**src/rtl/cpu_elastic_buffer.sv**
```systemverilog
// cpu_elastic_buffer: DEPTH-entry valid/ready elastic buffer with optional zero-latency bypass and synchronous flush
module cpu_elastic_buffer #(
    parameter int DW          = 32,
    parameter int DEPTH       = 2,
    parameter bit PASSTHROUGH = 1'b1
) (
    input  logic                       i_clock,
    input  logic                       i_reset,
    input  logic                       i_flush,
    input  logic                       i_valid,
    input  logic [DW-1:0]              i_data,
    output logic                       o_ready,
    output logic                       o_valid,
    output logic [DW-1:0]              o_data,
    input  logic                       i_ready,
    output logic [$clog2(DEPTH+1)-1:0] o_count
);
    localparam int AW = $clog2(DEPTH);
    localparam int CW = $clog2(DEPTH+1);
    logic [DW-1:0] mem_q [DEPTH];
    logic [AW-1:0] rd_ptr_q, rd_ptr_d, wr_ptr_q, wr_ptr_d;
    logic [CW-1:0] count_q, count_d;
    logic          empty, full, bypass_sel, push, pop, wr, rd;

    // handshake outputs and transfer decisions; o_ready never looks at i_ready
    always_comb begin
        empty      = count_q == '0;
        full       = count_q == CW'(DEPTH);
        bypass_sel = PASSTHROUGH && empty;
        o_ready    = !full && !i_flush && !i_reset;
        o_valid    = bypass_sel ? (i_valid && !i_flush && !i_reset) : (!empty && !i_flush);
        o_data     = bypass_sel ? i_data : mem_q[rd_ptr_q];
        o_count    = count_q;
        push       = i_valid && o_ready;
        pop        = o_valid && i_ready;
        wr         = push && !(bypass_sel && pop);
        rd         = pop && !empty;
    end

    // next pointers and occupancy; a flush discards everything
    always_comb begin
        rd_ptr_d = i_flush ? '0 : rd_ptr_q + AW'(rd);
        wr_ptr_d = i_flush ? '0 : wr_ptr_q + AW'(wr);
        count_d  = i_flush ? '0 : count_q + CW'(wr) - CW'(rd);
    end

    // pointer and count registers
    always_ff @(posedge i_clock or posedge i_reset) begin
        if (i_reset) begin
            rd_ptr_q <= '0;
            wr_ptr_q <= '0;
            count_q  <= '0;
        end else begin
            rd_ptr_q <= rd_ptr_d;
            wr_ptr_q <= wr_ptr_d;
            count_q  <= count_d;
        end
    end

    // storage write; contents need no reset since count gates visibility
    always_ff @(posedge i_clock) begin
        if (wr) mem_q[wr_ptr_q] <= i_data;
    end
endmodule

```
**config.mk**
```make
export PLATFORM = sky130hd
export DESIGN_NAME = cpu_elastic_buffer
export DESIGN_NICKNAME = d
export VERILOG_FILES = /design/src/rtl/cpu_elastic_buffer.sv
export SDC_FILE = /design/constraint.sdc
export NUM_CORES = 1
export LEC_CHECK = 0
export BUFFER_PORTS_ARGS = -buffer_cell sky130_fd_sc_hd__buf_4
export CORE_UTILIZATION = 53
export CTS_CLUSTER_DIAMETER = 40
export DETAILED_ROUTE_END_ITERATION = 10
export PLACE_DENSITY = 0.75
export SLEW_MARGIN = 20
export SYNTH_ARGS = -nofsm -noshare
export SYNTH_HDL_FRONTEND = slang
export SYNTH_SLANG_ARGS = --single-unit
```
**constraint.sdc**
```tcl
create_clock -name i_clock -period 2.4 [get_ports i_clock]
set_clock_uncertainty 0.1 [all_clocks]
set_input_delay 0.24 -clock i_clock [delete_from_list [all_inputs] [get_ports i_clock]]
set_output_delay 0.24 -clock i_clock [all_outputs]
set_load 0.02 [all_outputs]
```
Word level (Yosys, flattened, before mapping). Memory sizes are Yosys's and may differ from the RTL's. Cells that the tools add are included.

Register bits: 4. Bits in writable memories: 64. Input port bits: 37. Output and inout bits: 36. Logic and storage cells: 32. Memories kept: 1.

Add/subtract/negate cells: 4. Eq/ne operators: 1. Multiplexer cells: 7. Reduce and logical (&&, ||, !) cells: 16.

Memory list: mem_q (words 2, width 32, rd ports 1, clocked after Yosys merged registers in 0, wr ports 1, RTL line 20) `logic [DW-1:0] mem_q [DEPTH];`.

Operators by type and width (count): $mux W32 (1); $logic_and A1 B1 Y1 (10); $logic_not A1 Y1 (5); $mux W1 (5); $add A1 B1 Y1 (2); $add A2 B1 Y2 (1); $eq A2 B2 Y1 const B (1); $logic_not A2 Y1 (1); $mux W2 (1); $sub A2 B1 Y2 (1).

Longest topological paths before layout. Gate-level depths: netlist (run 1).

Depth after elaboration: 11. Gate-level depth with buffers: 8. Gate-level depth less buffers: 7.

Least setup slack after synthesis (run 1). OpenSTA, ideal clock, no wires.

Path type: register -> register. Start point: reg count_q[0] (netlist: o_count[0]). End point: mem mem_q[1][0], enable pin. Library setup time: 392 ps. Arrival: 1860 ps. Path slack: 48 ps. Stages on the path, launching flop included: 5. Buffers on the path: 2. Clock period less this slack: 2352 ps. Cell sequence: dfrtp_1 > buf_4 > buf_2 > o211a_1 > ha_1.

Longest elaborated chain between the ends: 10.

Ends and longest elaborated chain: from (decl) (RTL line 22) `logic [CW-1:0] count_q, count_d;`; from (signal assigned) (RTL line 56) `count_q <= count_d;`; $logic_not A2 Y1 (RTL line 27) `empty = count_q == '0;`; $logic_not A1 Y1 (RTL line 31) `o_valid = bypass_sel ? (i_valid && !i_flush && !i_reset) : (!empty && !i_flush);`; $logic_and A1 B1 Y1 (RTL line 31); $mux W1 (RTL line 31); $logic_and A1 B1 Y1 (RTL line 35) `pop = o_valid && i_ready;`; $logic_and A1 B1 Y1 (RTL line 36) `wr = push && !(bypass_sel && pop);`; $logic_not A1 Y1 (RTL line 36); $logic_and A1 B1 Y1 (*) (RTL line 36); $mux W1 (*) (RTL line 62) `if (wr) mem_q[wr_ptr_q] <= i_data;`; $mux W1 (implied by the code) (*) (RTL line 62); to (decl) (RTL line 20).

Every way passes the cells marked *; elsewhere a longest branch is shown, timed or not.

Final worst setup path (run 1).
Start point: reg count_q[1] (netlist: o_count[1]). End point: out o_data[31].

Longest elaborated chain between the ends: 2.

Ends and longest elaborated chain: $logic_not A2 Y1 (RTL line 27); $mux W32 (RTL line 32) `o_data = bypass_sel ? i_data : mem_q[rd_ptr_q];`; to (decl) (RTL line 14) `output logic [DW-1:0] o_data,`.

No other way between the ends.

==> flow_metrics.py, run 1 <==
metrics = {
    "route": {
        "drt_wl_total_um": 6135,
        "vias": 2046,
        "wl_met3_um": 258,
        "ant_nets": 0,
        "wl_met2_um": 3145,
        "wire_per_inst_um": 15.77,
        "drc": 0,
        "drt-met1-wl_um": 2623,
        "viasPerCell": 5.260,
        "dr.max_layer_used": "met4",
        "drt_iter0_drc": 88,
        "dr.pass1.iters": 4,
    },
    "global_routing": {
        "first_global_vias": 2048,
        "grt_pass1_wl_um": 9832,
        "grt-ovfl-total": 0,
        "antenna_found_initial": 0,
        "track_usage_pct": 22.38,
        "grt_start_max_net_pins": 33,
    },
    "setup_path": {
        "cp-end-kind": "output port",
        "r2r-start": "o_count[1]",
        "crit-reg2reg-capture": "mem_q[0][19]",
        "crit_required_ps": 2060,
        "path_max_fanout": 25,
        "cp_data_arrival_time_ps": 1910,
        "worstRegToRegCells": 4,
        "worst-setup-path-type": "reg -> out",
        "start_kind": "flop",
        "r2r_slack_ps": 510,
    },
    "flow_run": {
        "max_cap_violations": 0,
    },
    "synthesis": {
        "synth_cells": 206,
        "yosysMostFrequentCell": "edfxtp_1",
        "syn_nets": 247,
        "syn-mean-instance-area_um2": 14.38,
        "synthFlopType": "edfxtp_1",
        "yosysSeqAreaShare_pct": 68.27,
        "synth_area_leaders": "edfxtp_1, mux2i_1, a21oi_1",
        "syn-cell-area_um2": 2962,
        "yosys_warnings": 0,
        "ys_seq_elements": 68,
        "synth_cell_types": 21,
        "synth_top_area_share_pct": 64.89,
        "ys_async_sr_fraction_pct": 5.882,
        "synth_common_cells": "edfxtp_1, a21oi_1, mux2i_1, nor3_1, nor2_1",
        "yosysTopAreaCell": "edfxtp_1",
        "synth_edf_count": 64,
    },
    "clock_tree": {
        "tritoncts": "built",
        "root_buffer": "clkbuf_8",
        "clk_pin_slew_ps": 70,
        "cts_buffer_depth": 2,
        "cts_max_level": 3,
        "worstSkewPairLatency_ps": 330,
        "cts-resized-gates": 0,
        "cts_sinks": 68,
        "numCtsBuffers": 9,
    },
    "placement": {
        "gp_congestion": 0.7540,
        "portBuffers": 72,
    },
    "timing": {
        "slew_headroom_pct": 70.12,
        "hold_viol": 0,
        "fmax_mhz": 444.9,
        "worst_slew_pin_slew_ps": 448.3,
        "finalSetupViolations": 0,
        "rsz0062_at_grt": "false",
        "slew_viol_final": 0,
        "fin_crit_ps": 2248,
        "tns_ps": 0,
        "whs_ps": 25.57,
        "period_share_pct": 93.66,
    },
    "worst_hold_path": {
        "worstHoldStart": "i_flush",
        "hold_path_class": "in -> reg",
        "hold_path_depth": 2,
        "worstHoldEndpoint": "o_count[1]",
    },
    "cells_and_area": {
        "utilization_pct": 78.19,
        "drive_above_1_share_pct": 30.09,
        "final_nets": 355,
        "antenna_cells": 0,
        "syn_to_final_growth_pct": 38.28,
    },
    "floorplanning": {
        "dieArea_um2": 5891,
        "num_rows": 26,
        "die_height_um": 76.75,
        "die_x_um": 76.75,
        "coreArea_um2": 5238,
        "initial_utilization_pct": 56.55,
        "io_pins": 73,
    },
    "power": {
        "p_sw_mw": 0.7429,
        "pwr-share-seq_pct": 45.8,
        "ir_drop_v": 0.0005157,
        "powerDensity_nw_per_um2": 708.7,
        "power_leakage_nw": 1.547,
        "clock_power_share_pct": 34.5,
        "sw_frac_of_total_pct": 25.60,
        "p_int_mw": 2.159,
        "combPwrFrac_pct": 19.7,
    },
    "run_status": {
        "status": "finished, final reports clean",
    },
}
-- repair_timing --
action / in CTS / in global routing
buffers inserted: 0 / 0
hold endpoints to repair: 68 / 0
hold buffers: 33 / 0
-- state kept, by name, summed over array words and instances (netlist names) --
register,cells
mem_q,64
o_count,2
rd_ptr_q,1
wr_ptr_q,1
-- per-stage QoR --
stage	instances	instance area [um^2]	worst slack [ps]	total power, mW
after detailed placement	340	3550	525.4	1.880
after global routing	389	4095	56.88	3.009
after CTS	389	4095	147.0	2.917
after global placement	340	3550	563.2	1.873
final	389	4095	152.2	2.902
after floorplan	206	2962	47.72	1.665
-- logic make-up after synthesis --
| family | after synthesis | share of synthesized area, % |
|---|---|---|
| adder cells (fa/ha/maj) | 4 | 1.690 |
| flip-flops | 68 | 68.27 |
| AO/OA/AOI/OAI | 37 | 6.591 |
| buffers and inverters | 20 | 4.351 |
| AND/OR/NAND/NOR | 43 | 7.140 |
| XOR/XNOR | 1 | 0.7604 |
| multiplexers | 33 | 11.20 |
-- cell usage in the layout, fill, tap and decap left out, drive strengths merged --
cell / n
o211a: 1
buf: 80
nor3: 32
nand2b: 1
dlygate4sd3: 33
dfrtp: 4
mux2i: 32
xnor3: 1
nor2: 7
or2: 1
bufinv: 2
clkinvlp: 2
a21oi: 33
nor2b: 2
mux2: 1
clkinv: 3
inv: 4
a21boi: 1
edfxtp: 64
ha: 4
clkbuf: 9
o21ai: 1
o211ai: 1
-- critical path, cell delays in order, from the launching register on --
cell     delay [ps]
dfrtp_1         510
or2_1           390
buf_4           270
a21oi_1         220
buf_4           180
-- power groups by stage --
| stage | Combinational, mW | Clock [mW] | Sequential (mW) |
|---|---|---|---|
| floorplan | 0.312 | 0 | 1.35 |
| global route | 0.611 | 1.07 | 1.33 |
| CTS | 0.568 | 1.02 | 1.33 |
| global placement | 0.518 | 0 | 1.36 |
| detailed placement | 0.524 | 0 | 1.36 |
| finish | 0.572 | 1.00 | 1.33 |
-- worst max-delay path by stage --
stage,start,slack [ps],to,depth (start not counted)
global placement,o_count[1],560,mem_q[0][15],4
global route,o_count[1],60,o_data[31],4
detailed placement,o_count[1],530,o_data[31],4
finish,o_count[1],150,o_data[31],4
floorplan,o_count[0],50,mem_q[1][0],4
CTS,o_count[1],150,o_data[31],4
-- routing by layer --
layer  global-route usage (%)  vias up
met5                        0        -
met4                    11.35        0
met3                    4.524        9
met2                    38.30       66
met1                    26.73      974
li1                         -      997
-- area by class of cell --
class	instances	area (um^2)
clock buffers	9	123.9
inverters	4	15.01
flip-flops and latches	68	2023
clock inverters	7	91.34
repair buffers	113	943.4
fillers	320	1142
multi-input cells	118	810.8
well taps	70	87.58
Power figures use the tool's default switching activity.
==> run 2: changes to the inputs <==
==> constraint.sdc (replaced) <==
create_clock -name i_clock -period 2.4 [get_ports i_clock]
set_clock_uncertainty 0.1 [all_clocks]
set_input_delay 0.48 -clock i_clock [delete_from_list [all_inputs] [get_ports i_clock]]
set_output_delay 0.48 -clock i_clock [all_outputs]
set_load 0.02 [all_outputs]
==> flow_metrics.py, run 2 (synthesized netlist as in run 1, its figures left out) <==
metrics = {
    "floorplanning": {
        "die_height_um": 76.75,
        "coreArea_um2": 5238,
        "die_x_um": 76.75,
        "initial_utilization_pct": 56.55,
        "num_rows": 26,
        "dieArea_um2": 5891,
        "io_pins": 73,
    },
    "setup_path": {
        "critPathBufInv": 3,
        "cpMostUsedCell": "buf_4",
        "cpMaxStageDelayCell": "dlygate4sd3_1",
        "worst-setup-path-type": "in -> out",
        "cp_data_arrival_time_ps": 1670,
        "critPathMaxStageDelay_ps": 550,
        "cp-end-kind": "output port",
        "cpLargestDelayFamily": "buffers and inverters",
        "r2r_slack_ps": 550,
        "crit_chain": "dlygate4sd3_1 -> buf_4 -> nor2_1 -> a21boi_1 -> buf_4",
        "path_max_fanout": 3,
        "crit_required_ps": 1820,
        "start_kind": "input pin",
    },
    "timing": {
        "tns_ps": 0,
        "slew_headroom_pct": 75.24,
        "fin_crit_ps": 2253,
        "setup_slack_ps": 146.8,
        "hold_viol": 0,
        "period_share_pct": 93.88,
        "finalSetupViolations": 0,
        "rsz0062_at_grt": "false",
        "slew_viol_final": 0,
        "fmax_mhz": 443.8,
        "worst_slew_pin_slew_ps": 371.4,
    },
    "run_status": {
        "status": "finished, final reports clean",
    },
    "power": {
        "clock_power_share_pct": 39.3,
        "power_leakage_nw": 1.453,
        "pwr-share-seq_pct": 43.3,
        "p_int_mw": 2.346,
        "p_sw_mw": 0.7251,
        "sw_frac_of_total_pct": 23.61,
        "ir_drop_v": 0.0005902,
        "combPwrFrac_pct": 17.5,
        "powerDensity_nw_per_um2": 795.1,
    },
    "clock_tree": {
        "clk_pin_slew_ps": 70,
        "worstSkewPairLatency_ps": 330,
        "cts_sinks": 68,
        "post_cts_buffers": 0,
        "cts_buffer_depth": 2,
        "root_buffer": "clkbuf_8",
        "tritoncts": "built",
        "numCtsBuffers": 9,
        "cts_max_level": 3,
    },
    "cells_and_area": {
        "top_register": "mem_q",
        "largest_register_ffs": 64,
        "syn_to_final_growth_pct": 30.42,
        "multi_input_area_um2": 810.8,
        "layout_common_cells": "buf_4, edfxtp_1, a21oi_1",
        "fillCellCount": 346,
        "final_common_cell": "buf_4",
        "antenna_cells": 0,
        "final_cells": 359,
        "final_nets": 325,
        "drive_above_1_share_pct": 34.26,
        "seq_area_um2": 2023,
    },
    "route": {
        "wire_per_inst_um": 16.08,
        "vias": 1954,
        "dr.pass1.iters": 6,
        "drc": 0,
        "drt_wl_total_um": 5774,
        "drt_iter0_drc": 72,
        "viasPerCell": 5.443,
        "ant_nets": 0,
    },
    "placement": {
        "gp_congestion": 0.7077,
        "portBuffers": 72,
        "dp_hpwl_um": 3577,
        "placedCellCount": 342,
        "preCtsSetupSlack_ps": 488.8,
    },
    "global_routing": {
        "grt_start_max_net_pins": 39,
        "grt-ovfl-total": 0,
        "track_usage_pct": 21.44,
        "antenna_found_initial": 0,
        "grt_pass1_wl_um": 9528,
        "first_global_vias": 1973,
    },
    "flow_run": {
        "max_cap_violations": 0,
    },
    "worst_hold_path": {
        "hold_path_class": "in -> reg",
    },
}
==> run 2: per-layer routing <==
| layer | share of wire, % | up-vias | GRT usage [%] |
|---|---|---|---|
| li1 | - | 943 | - |
| met1 | 42 | 943 | 25.37 |
| met2 | 52 | 62 | 38.13 |
| met3 | 5.1 | 6 | 4.167 |
| met4 | 1.1 | 0 | 8.654 |
| met5 | 0 | - | 0 |
==> run 2: layout make-up <==
type / instances / area share, %
Multi-Input combinational cell: 118 / 20.99
Clock buffer: 9 / 3.207
Timing Repair Buffer: 83 / 17.17
Clock inverter: 7 / 3.596
Tap cell: 70 / 2.268
Inverter: 4 / 0.3887
Sequential cell: 68 / 52.38
==> run 2: path summary, 6_finish.rpt <==
| check | start | endpoint | depth (start not counted) |
|---|---|---|---|
| hold reg to reg | wr_ptr_q | wr_ptr_q | 3 |
| setup reg to reg | o_count[0] | o_count[1] | 8 |
| hold / removal | i_data[28] | mem_q[0][28] | 1 |
| setup / recovery | i_reset | o_ready | 5 |
| max in group asynchronous | i_reset | rd_ptr_q | 3 |
| min in group asynchronous | i_reset | o_count[0] | 3 |
==> run 2: power groups by stage <==
stage                     logic, mW  clock network, mW  registers, mW
final                         0.536               1.21           1.33
after global routing          0.580               1.27           1.33
after CTS                     0.541               1.22           1.33
after detailed placement      0.537                  0           1.35
after global placement        0.531                  0           1.35
after floorplan               0.312                  0           1.35
==> run 2: repair_timing <==
action | 4_1_cts | 5_1_grt
hold buffers | 1 | 0
resized for setup | 0 | 1
setup endpoints to repair | 0 | 1
endpoints found under the hold margin | 4 | 0
==> run 2: through the flow <==
stage,total power [mW],utilization (%),hold slack (ps),area [um^2]
3_3_place_gp,1.885,68.54,306.6,3590
2_1_floorplan,1.665,-,146.1,2962
5_1_grt,3.177,73.75,222.8,3862
3_5_place_dp,1.892,68.54,300.0,3590
4_1_cts,3.092,73.75,231.0,3862
6_report,3.071,73.75,239.6,3862
